==> config.mk <==
export PLATFORM = sky130hd
export DESIGN_NAME = booth_r8_encoder
export DESIGN_NICKNAME = d
export VERILOG_FILES = /design/src/rtl/booth_r8_encoder.sv
export SDC_FILE = /design/constraint.sdc
export NUM_CORES = 1
export LEC_CHECK = 0
export CAP_MARGIN = 20
export CORE_MARGIN = 5
export CORE_UTILIZATION = 35
export DETAILED_ROUTE_END_ITERATION = 10
export HOLD_SLACK_MARGIN = 0.03
export RECOVER_POWER = 50
export REMOVE_ABC_BUFFERS = 1
export SETUP_SLACK_MARGIN = 0.2
export SYNTH_ARGS = -nofsm -noshare
export SYNTH_HDL_FRONTEND = slang
export SYNTH_SLANG_ARGS = --single-unit
export TNS_END_PERCENT = 100
==> constraint.sdc <==
create_clock -name clk -period 2.35 [get_ports clk]
set_input_delay 0.235 -clock clk [delete_from_list [all_inputs] [get_ports clk]]
set_output_delay 0.235 -clock clk [all_outputs]
set_load 0.05 [all_outputs]
==> src/rtl/booth_r8_encoder.sv <==
// Three-stage radix-8 Booth recoder: registers the operands, precomputes 3*Y and emits per-digit {s,d,t,q,n} controls.
// Defining BOOTH_ENC_ZFLAG_EN adds the S3-aligned zero_out flag; the default build omits it.
module booth_r8_encoder #(
  parameter int N = 8
) (
  input  logic                 clk,
  input  logic                 rst,
  input  logic                 stall,
  input  logic                 in_valid,
  input  logic [N-1:0]         X,
  input  logic [N-1:0]         Y,
  output logic [N-1:0]         Y_out,
  output logic [N+1:0]         x3_Y_out,
  output logic [(N+2)/3-1:0]   s_out,
  output logic [(N+2)/3-1:0]   d_out,
  output logic [(N+2)/3-1:0]   t_out,
  output logic [(N+2)/3-1:0]   q_out,
  output logic [(N+2)/3-1:0]   n_out,
`ifdef BOOTH_ENC_ZFLAG_EN
  output logic                 zero_out,
`endif
  output logic                 out_valid
);

  localparam int D  = (N + 2) / 3;
  localparam int XW = 3 * D;

  logic [N-1:0] s1_x, s1_y;
  logic         s1_valid;
  logic [N-1:0] s2_y;
  logic [N+1:0] s2_x3y;
  logic         s2_valid;
  logic [D-1:0] s2_s, s2_d, s2_t, s2_q, s2_n;
  logic [D-1:0] s3_s, s3_d, s3_t, s3_q, s3_n;
  logic         s3_valid;

  logic [XW:0]  win;
  logic [N+1:0] x3y;
  logic [D-1:0] rc_s, rc_d, rc_t, rc_q, rc_n;

  // Window bits {b3,b2,b1,b0}; value = -4*b3 + 2*b2 + b1 + b0, returned as {s,d,t,q,n}.
  function automatic logic [4:0] recode(input logic [3:0] w);
    logic [4:0] code;
    case (w)
      4'b0001, 4'b0010: code = 5'b00110;  // +1
      4'b0011, 4'b0100: code = 5'b00100;  // +2
      4'b0101, 4'b0110: code = 5'b10000;  // +3
      4'b0111:          code = 5'b01110;  // +4
      4'b1000:          code = 5'b01111;  // -4
      4'b1001, 4'b1010: code = 5'b10001;  // -3
      4'b1011, 4'b1100: code = 5'b00101;  // -2
      4'b1101, 4'b1110: code = 5'b00111;  // -1
      default:          code = 5'b11000;  // 0
    endcase
    return code;
  endfunction

  always_comb begin
    // NOTE: every variable gets a full default before any partial update so no latch is inferred.
    win  = '0;
    rc_s = '0;
    rc_d = '0;
    rc_t = '0;
    rc_q = '0;
    rc_n = '0;
    // Bit 0 of win is the implicit Xe[-1]=0; the rest is X sign-extended to 3D bits.
    win[XW:1] = {XW{s1_x[N-1]}};
    win[N:1]  = s1_x;
    for (int i = 0; i < D; i++) begin
      {rc_s[i], rc_d[i], rc_t[i], rc_q[i], rc_n[i]} = recode(win[3*i +: 4]);
    end
  end

  assign x3y = {{2{s1_y[N-1]}}, s1_y} + {s1_y[N-1], s1_y, 1'b0};

  // Bubbles load zero operands so an idle slot carries zero digits and a zero multiplicand.
  always_ff @(posedge clk or negedge rst) begin
    // NOTE: sequential state uses non-blocking assignments so all stages update from pre-edge values.
    if (!rst) begin
      s1_x     <= '0;
      s1_y     <= '0;
      s1_valid <= 1'b0;
    end else if (!stall) begin
      s1_valid <= in_valid;
      s1_x     <= in_valid ? X : '0;
      s1_y     <= in_valid ? Y : '0;
    end
  end

  always_ff @(posedge clk or negedge rst) begin
    if (!rst) begin
      s2_y     <= '0;
      s2_x3y   <= '0;
      s2_valid <= 1'b0;
      s2_s     <= '1;
      s2_d     <= '1;
      s2_t     <= '0;
      s2_q     <= '0;
      s2_n     <= '0;
    end else if (!stall) begin
      s2_y     <= s1_y;
      s2_x3y   <= x3y;
      s2_valid <= s1_valid;
      s2_s     <= rc_s;
      s2_d     <= rc_d;
      s2_t     <= rc_t;
      s2_q     <= rc_q;
      s2_n     <= rc_n;
    end
  end

  always_ff @(posedge clk or negedge rst) begin
    if (!rst) begin
      s3_valid <= 1'b0;
      s3_s     <= '1;
      s3_d     <= '1;
      s3_t     <= '0;
      s3_q     <= '0;
      s3_n     <= '0;
    end else if (!stall) begin
      s3_valid <= s2_valid;
      s3_s     <= s2_s;
      s3_d     <= s2_d;
      s3_t     <= s2_t;
      s3_q     <= s2_q;
      s3_n     <= s2_n;
    end
  end

`ifdef BOOTH_ENC_ZFLAG_EN
  logic s3_zero;

  // Zero digit is uniquely s=1,d=1,t=q=n=0; the flag is registered alongside the S3 digits.
  always_ff @(posedge clk or negedge rst) begin
    if (!rst) begin
      s3_zero <= 1'b0;
    end else if (!stall) begin
      s3_zero <= s2_valid & (&s2_s) & (&s2_d) & ~(|(s2_t | s2_q | s2_n));
    end
  end

  assign zero_out = s3_zero;
`endif

  // Operand outputs come from S2, one cycle ahead of the digits they pair with.
  assign Y_out     = s2_y;
  assign x3_Y_out  = s2_x3y;
  assign s_out     = s3_s;
  assign d_out     = s3_d;
  assign t_out     = s3_t;
  assign q_out     = s3_q;
  assign n_out     = s3_n;
  assign out_valid = s3_valid;

endmodule

=== After elaboration in Yosys (flattened, before gate mapping) ===
Memory sizes are Yosys's and may differ from the RTL's. A register that Yosys moved wholly into a read port is not among the register bits.
Index checks and enable logic that the tools add are counted.

* Memory bits (read-only): 160
* Register bits after elaboration: 67
* Output and inout bits: 34
* Logic and storage cells: 34
* Memories kept: 2

{| class="wikitable"
|+ Memory list
! name !! depth !! width !! read ports !! clocked after memory_dff !! write ports !! line !! text
|-
| (no name shown) || 16 || 5 || 1 || 1 || 0 || 44 || <nowiki>case (w)</nowiki>
|-
| (no name shown) || 16 || 5 || 1 || 1 || 0 || 44 ||
|}

* Reduce and logical (&&, ||, !) cells: 4
* Multiplexer cells: 3
* Equal/unequal tests: 7
* Add/sub/neg operators: 1

{| class="wikitable"
|+ Operators by type and width
! cell !! number
|-
| one-hot mux 5 bit (7 select lines) || 1
|-
| 2-to-1 mux 8 bit || 2
|-
| == test 3 bit, second input constant || 4
|-
| adder 8 x 9 -> 10 bit || 1
|-
| == test 3 x 2 -> 1 bit, second input constant || 2
|-
| zero test 1 bit || 4
|-
| == test 3 x 1 -> 1 bit, second input constant || 1
|}

=== Logic depth before layout (Yosys ltp) ===
Gate-level depths: netlist of run 1.

* Depth in word-level cells: 2
* Mapped depth: 7
* Gate-level depth less buffers: 7

=== Worst setup path after synthesis of run 1 ===
No wires, ideal clock.

* Path kind: register -> register
* From: reg s1_y[1]
* To: reg s2_x3y[6], in the netlist x3_Y_out[6]
* Period minus slack after synthesis: 1.625 ns
* Path slack: 0.725 ns
* Cell stages (with the launch flop): 6
* Arrival: 1.499 ns
* Cell sequence: dfrtp_1 -> ha_1 -> a211o_1 -> a21oi_2 -> nor4b_1 -> a311o_1

* Word-level cells in the longest chain between the ends: 1

{| class="wikitable"
|+ RTL lines
! element !! line !! text
|-
| start, declared || 28 || <nowiki>logic [N-1:0] s1_x, s1_y;</nowiki>
|-
| start signal, assigned || 86 || <nowiki>s1_y <= in_valid ? Y : '0;</nowiki>
|-
| adder 8 x 9 -> 10 bit || 74 || <nowiki>assign x3y = {{2{s1_y[N-1]}}, s1_y} + {s1_y[N-1], s1_y, 1'b0};</nowiki>
|-
| end signal, assigned || 102 || <nowiki>s2_x3y <= x3y;</nowiki>
|-
| end, declared || 31 || <nowiki>logic [N+1:0] s2_x3y;</nowiki>
|}

No other way between the ends.
A chain may end at the register's enable or synchronous reset.

=== Worst setup path after layout of run 1 ===
* From: reg s3_s[0], in the netlist s_out[0]
* To: out s_out[0]

{| class="wikitable"
|+ RTL lines
! element !! line !! text
|-
| start, declared || 34 || <nowiki>logic [D-1:0] s3_s, s3_d, s3_t, s3_q, s3_n;</nowiki>
|-
| start signal, assigned || 122 || <nowiki>s3_s <= s2_s;</nowiki>
|-
| end, declared || 14 || <nowiki>output logic [(N+2)/3-1:0] s_out,</nowiki>
|}

No word-level cell between the ends.

==> impl_results.md, run 1 <==
- Status: finished clean
- First-pass GRT wire length: 9.818 mm
- Count of final max-slew check failures: 0
- Slew margin rel.: 35.48%
- Static Leak: 1.637 nW
- Post-CTS setup buffer count: 0
- Cells after Synth: 271
- Diode count: 0
- Dominant cells by area after synthesis: dfrtp_1 (45%), mux2_2 (9.6%), dfstp_2 (9.0%)
- Syn-to-layout area delta: 26.81%
- DIE WIDTH: 101.5 µm
- Number of top-level pins: 54
- Ys Warns: 0
- Post-synthesis register bit count: 63
- CTS tree: yes
- Setup Skew: 0.006452 ns
- WP data required: 2.12 ns
- Avg Inst Size Synth: 10.81 µm²
- Fin util: 45.45%
- R2R cell count: 7
- Resized Gates After CTS: 0
- CTS Root Cell: clkbuf_8
- VDD IR max: 0.3629 mV
- Tot Pwr: 0.003121 W
- Post-synthesis sequential area ratio: 54.23%
- HPWL after DPL: 4.039 mm
- Final setup viols: 0
- DRT Pass-1 Iters: 4
- Remaining global-route overflow: 0
- Pin count of the biggest net entering global routing: 53
- Core area: 8175 µm²
- Clk buf depth: 2
- Post-synthesis async set-or-reset flop share: 100.0%
- Antenna Violating Nets Remaining: 0
- Data arrival, critical path: 1.67 ns
- CP max stage cell: clkdlybuf4s50_1
- Worst-path cell chain: clkdlybuf4s50_1
- IO Port Bufs: 53
- Nets: 356
- Max-cap violations: 0
- Setup crit start kind: flip-flop
- Clock transition at the registers of the reported paths: 0.07 ns
- Final Cycle Share: 81.06%
- Via count: 2057
- Worst path bufs/invs: 1
- Top_reg_cell synth: dfrtp_1
- Synth top area share: 45.26%
- H-tree levels: 3
- Row cnt: 33
- Number of CTS-inserted buffers: 9
- Routed WL: 5.718 mm
- Die Y: 101.5 µm
- Drc violations: 0
- Wire per inst: 13.27 µm
- Fin crit period: 1.905 ns
- Total track usage: 12.27%
- Number of global-route vias before repair: 2073
- Initial antenna violation count: 0
- Worst path top cell family by delay: buffers and inverters
- Hold WS: 0.4502 ns
- Clock Latency Late Sink: 0.33 ns
- Share of layout cells above drive strength 1: 16.87%
- Die area: 10300 µm²
- Setup CP Type: flip-flop to primary output
- Clk sinks: 63
- Hold crit path type: primary input to flip-flop
- Netlist cell types: 39
- Netlist Area Pre-Place: 2930 µm²
- Initial Util: 35.84%
- PD cells: 839.7 nW/µm²
- Post-synth EDFFs: 0
- Critical Path Max Stage Delay: 0.80 ns
- Gpl congestion: 0.7284
- Cells on Worst Hold Path: 3
- Yosys top cell by area: dfrtp_1
- Most common cell after layout, fill and taps aside: nand2_1
- RSZ-0062 raised after global routing: no
- Worst Max-Slew Pin Slew: 0.9678 ns
- Post-CTS Hold Buffers: 1
- Iter 0 DRT Violations: 57
- Commonest non-fill, non-tap cells in the layout: nand2_1 (55), dfrtp_1 (53), clkdlybuf4s50_1 (50), o21ai_0 (29), mux2_2 (25)
- CP max FO: 2
- Fmax: 524.9 MHz
- Hold Fails Final Rpt: 0
- Drt via density: 4.773
- Crit. End Element: primary output
- Worst path depth: 1
- Final TNS setup: 0 ns
## report_power, final
group	internal (W)	leakage, nW	switching [W]
Clock	0.000470	0.0937	0.000396
Sequential	0.00126	0.783	0.0000942
Combinational	0.000345	0.760	0.000558
## tightest hold or removal path, delay by kind of cell
| kind | cells | cell delay [ns] |
|---|---|---|
| AND/OR/NAND/NOR | 1 | 0.06 |
| AO/OA/AOI/OAI | 1 | 0.06 |
| buffers and inverters | 1 | 0.39 |
## worst paths after layout
check                         start     endpoint  slack [ns]
max                        s_out[0]     s_out[0]        0.45
min reg2reg                 s2_d[1]      s2_d[1]        0.47
min in group asynchronous       rst     n_out[2]        0.56
max reg2reg                 s1_y[1]  x3_Y_out[5]        0.56
min                            Y[2]      s1_y[2]        0.45
max in group asynchronous       rst  x3_Y_out[4]        1.04
## kinds of logic (layout without fill, tap and decap cells)
group                    after synthesis  count (layout)  synth area share, %
AND/OR/NAND/NOR                       74              74                10.67
flip-flops                            63              63                54.23
AO/OA/AOI/OAI                         60              60                12.30
multiplexers                          28              28                10.63
buffers and inverters                 27              82                4.313
adder cells (fa/ha/maj)               15              15                6.661
XOR/XNOR                               4               4                1.196
## registers in the layout (all words and copies together) (netlist names), 3 cells and up
name and cells:
t_out 3, s2_n 3, s1_x 8, s2_q 3, s1_y 8, n_out 3, s2_d 3, q_out 3
Y_out 8, s_out 3, x3_Y_out 8, s2_t 3
## cell type report
| class | count | area, µm² |
|---|---|---|
| Fill cell | 801 | 4459 |
| Sequential cell | 63 | 1589 |
| Multi-Input combinational cell | 181 | 1215 |
| Timing Repair Buffer | 58 | 569.3 |
| Clock buffer | 15 | 176.4 |
| Tap cell | 105 | 131.4 |
| Inverter | 8 | 30.03 |
| Clock inverter | 1 | 5.005 |
## through the flow
step	std cells	area (µm²)	setup slack (ns)
global route	431	3716	0.3631
CTS	431	3722	0.4217
finish	431	3716	0.4450
floorplan	252	2834	0.7246
detailed placement	414	3531	0.5919
global placement	414	3531	0.6511
## Yosys cell counts (all sizes together) (6+ instances only)
cell type  instances
a21oi              8
buf               13
clkbuf             6
dfrtp             53
dfstp             10
ha                14
inv                8
mux2              25
nand2             55
nor2               7
o21ai             33
## per-layer routing
| metal | up-vias | routed length [µm] | GRT usage [%] |
|---|---|---|---|
| li1 | 1024 | - | - |
| met1 | 991 | 2562 | 15.36 |
| met2 | 33 | 2858 | 19.72 |
| met5 | - | 0 | 0 |
| met4 | 0 | 113 | 5.521 |
| met3 | 9 | 183 | 3.444 |
(Power assumes the default switching activity.)
==> run 2, diff against run 1 <==
==> constraint.sdc (replaced) <==
create_clock -name clk -period 1.7 [get_ports clk]
set_input_delay 0.17 -clock clk [delete_from_list [all_inputs] [get_ports clk]]
set_output_delay 0.17 -clock clk [all_outputs]
set_load 0.05 [all_outputs]
==> run 2 against run 1 <==
Power rose by 36%; via count is 0.83% higher; largest power group unchanged; wire length increased by 1.5%; critical path type is now flip-flop to flip-flop.
==> impl_results.md, run 2 (synthesized netlist as in run 1, its figures left out) <==
- Status: finished clean
- First-pass GRT wire length: 9.632 mm
- Fmax: 592.3 MHz
- Core area: 8175 µm²
- Antenna Violating Nets Remaining: 0
- Number of CTS-inserted buffers: 9
- Share of layout cells above drive strength 1: 28.19%
- Syn-to-layout area delta: 29.08%
- Static Leak: 1.749 nW
- Via count: 2074
- Setup CP Type: flip-flop to flip-flop
- Routed WL: 5.804 mm
- Cells on Worst Hold Path: 3
- RR Endpoint: x3_Y_out[7]
- WP data required: 1.91 ns
- Clock transition at the registers of the reported paths: 0.07 ns
- Initial Util: 35.84%
- Number of top-level pins: 54
- DIE WIDTH: 101.5 µm
- R2R setup slack: 0.01 ns
- Setup Skew: 0.008797 ns
- VDD IR max: 0.4156 mV
- Pin count of the biggest net entering global routing: 64
- Drc violations: 0
- Remaining global-route overflow: 0
- Final setup viols: 0
- Wire per inst: 13.13 µm
- Number of global-route vias before repair: 2099
- Reg-to-Reg Start: s1_y[2]
- Die area: 10300 µm²
- IO Port Bufs: 53
- CP max FO: 4
- Clk buf depth: 2
- Total track usage: 12.12%
- Setup crit start kind: flip-flop
- R2R cell count: 6
- Die Y: 101.5 µm
- Fin area: 3782 µm²
- Initial antenna violation count: 0
- CTS Root Cell: clkbuf_8
- Drt via density: 4.692
- Hold Fails Final Rpt: 0
- Max-cap violations: 0
- H-tree levels: 3
- Fin crit period: 1.688 ns
- Crit. End Element: flip-flop
- Slew margin rel.: 43.53%
- Nets: 367
- Gpl congestion: 0.7562
- Final Cycle Share: 99.31%
- Commonest non-fill, non-tap cells in the layout: nand2_1 (55), dfrtp_1 (51), buf_4 (33), o21ai_0 (25), mux2_2 (25)
- Hold crit path type: primary input to flip-flop
- HPWL after DPL: 3.925 mm
- Diode count: 0
- PD cells: 1123 nW/µm²
- DRT Pass-1 Iters: 4
- Count of final max-slew check failures: 0
- Hold_sp: stall
- Most common cell after layout, fill and taps aside: nand2_1
- Worst Max-Slew Pin Slew: 0.8471 ns
- Data arrival, critical path: 1.89 ns
- Area of placed instances: 3538 µm²
- Final TNS setup: 0 ns
- RSZ-0062 raised after global routing: yes
- Iter 0 DRT Violations: 52
- Clk sinks: 63
- CTS tree: yes
- Hold worst-path end: s2_d[2]
- Clock Latency Late Sink: 0.34 ns
- Row cnt: 33
## run 2: worst max-delay path by stage
stage | from | endpoint
floorplan | s1_y[1] | x3_Y_out[6]
global placement | s1_y[1] | x3_Y_out[5]
detailed placement | s1_y[1] | x3_Y_out[5]
CTS | s1_y[1] | x3_Y_out[5]
global route | s1_y[1] | x3_Y_out[5]
finish | s1_y[2] | x3_Y_out[7]
## run 2: routing by layer
layer | share of wire, % | vias up | global-route usage, %
met4 | 1.5 | 0 | 4.806
met1 | 45 | 988 | 14.42
met5 | 0 | - | 0
met3 | 4.8 | 7 | 4.614
li1 | - | 1044 | -
met2 | 49 | 35 | 19.82
## run 2: worst max-delay path, stage by stage, from the launching register on
cell	delay (ns)
dfrtp_1	0.39
buf_4	0.15
ha_4	0.23
nor2b_2	0.16
o31a_1	0.34
o211ai_1	0.18
o211ai_1	0.10
## run 2: report_power, final
| group | leakage [nW] | internal, W | switching, W |
|---|---|---|---|
| Clock | 0.0877 | 0.000610 | 0.000543 |
| Combinational | 0.882 | 0.000443 | 0.000786 |
| Sequential | 0.780 | 0.00174 | 0.000129 |
| Total | 1.75 | 0.00279 | 0.00146 |
## run 2: what timing repair did
item	CTS	global route
hold endpoints to repair	53	0
hold buffers	1	0
buffers inserted	3	2
pin swaps	5	7
gates resized for setup	18	8
setup endpoints to repair	19	8
## run 2: through the flow
step	instances	hold slack [ns]	power [W]	util (%)	setup slack, ns
after floorplan	252	-0.1256	0.002680	-	0.07463
after global placement	420	0.2130	0.003135	43.28	0.02891
after CTS	440	0.2243	0.004293	45.79	0.03711
final	442	0.2441	0.004247	46.27	0.01177
after detailed placement	420	0.2146	0.003153	43.28	-0.009346
after global routing	442	0.2541	0.004481	46.27	-0.05524
## run 2: layout make-up
cell class | count | area, µm²
Clock buffer | 15 | 166.4
Clock inverter | 1 | 5.005
Fill cell | 814 | 4393
Inverter | 8 | 30.03
Multi-Input combinational cell | 181 | 1264
Sequential cell | 63 | 1592
Tap cell | 105 | 131.4
Timing Repair Buffer | 69 | 594.3
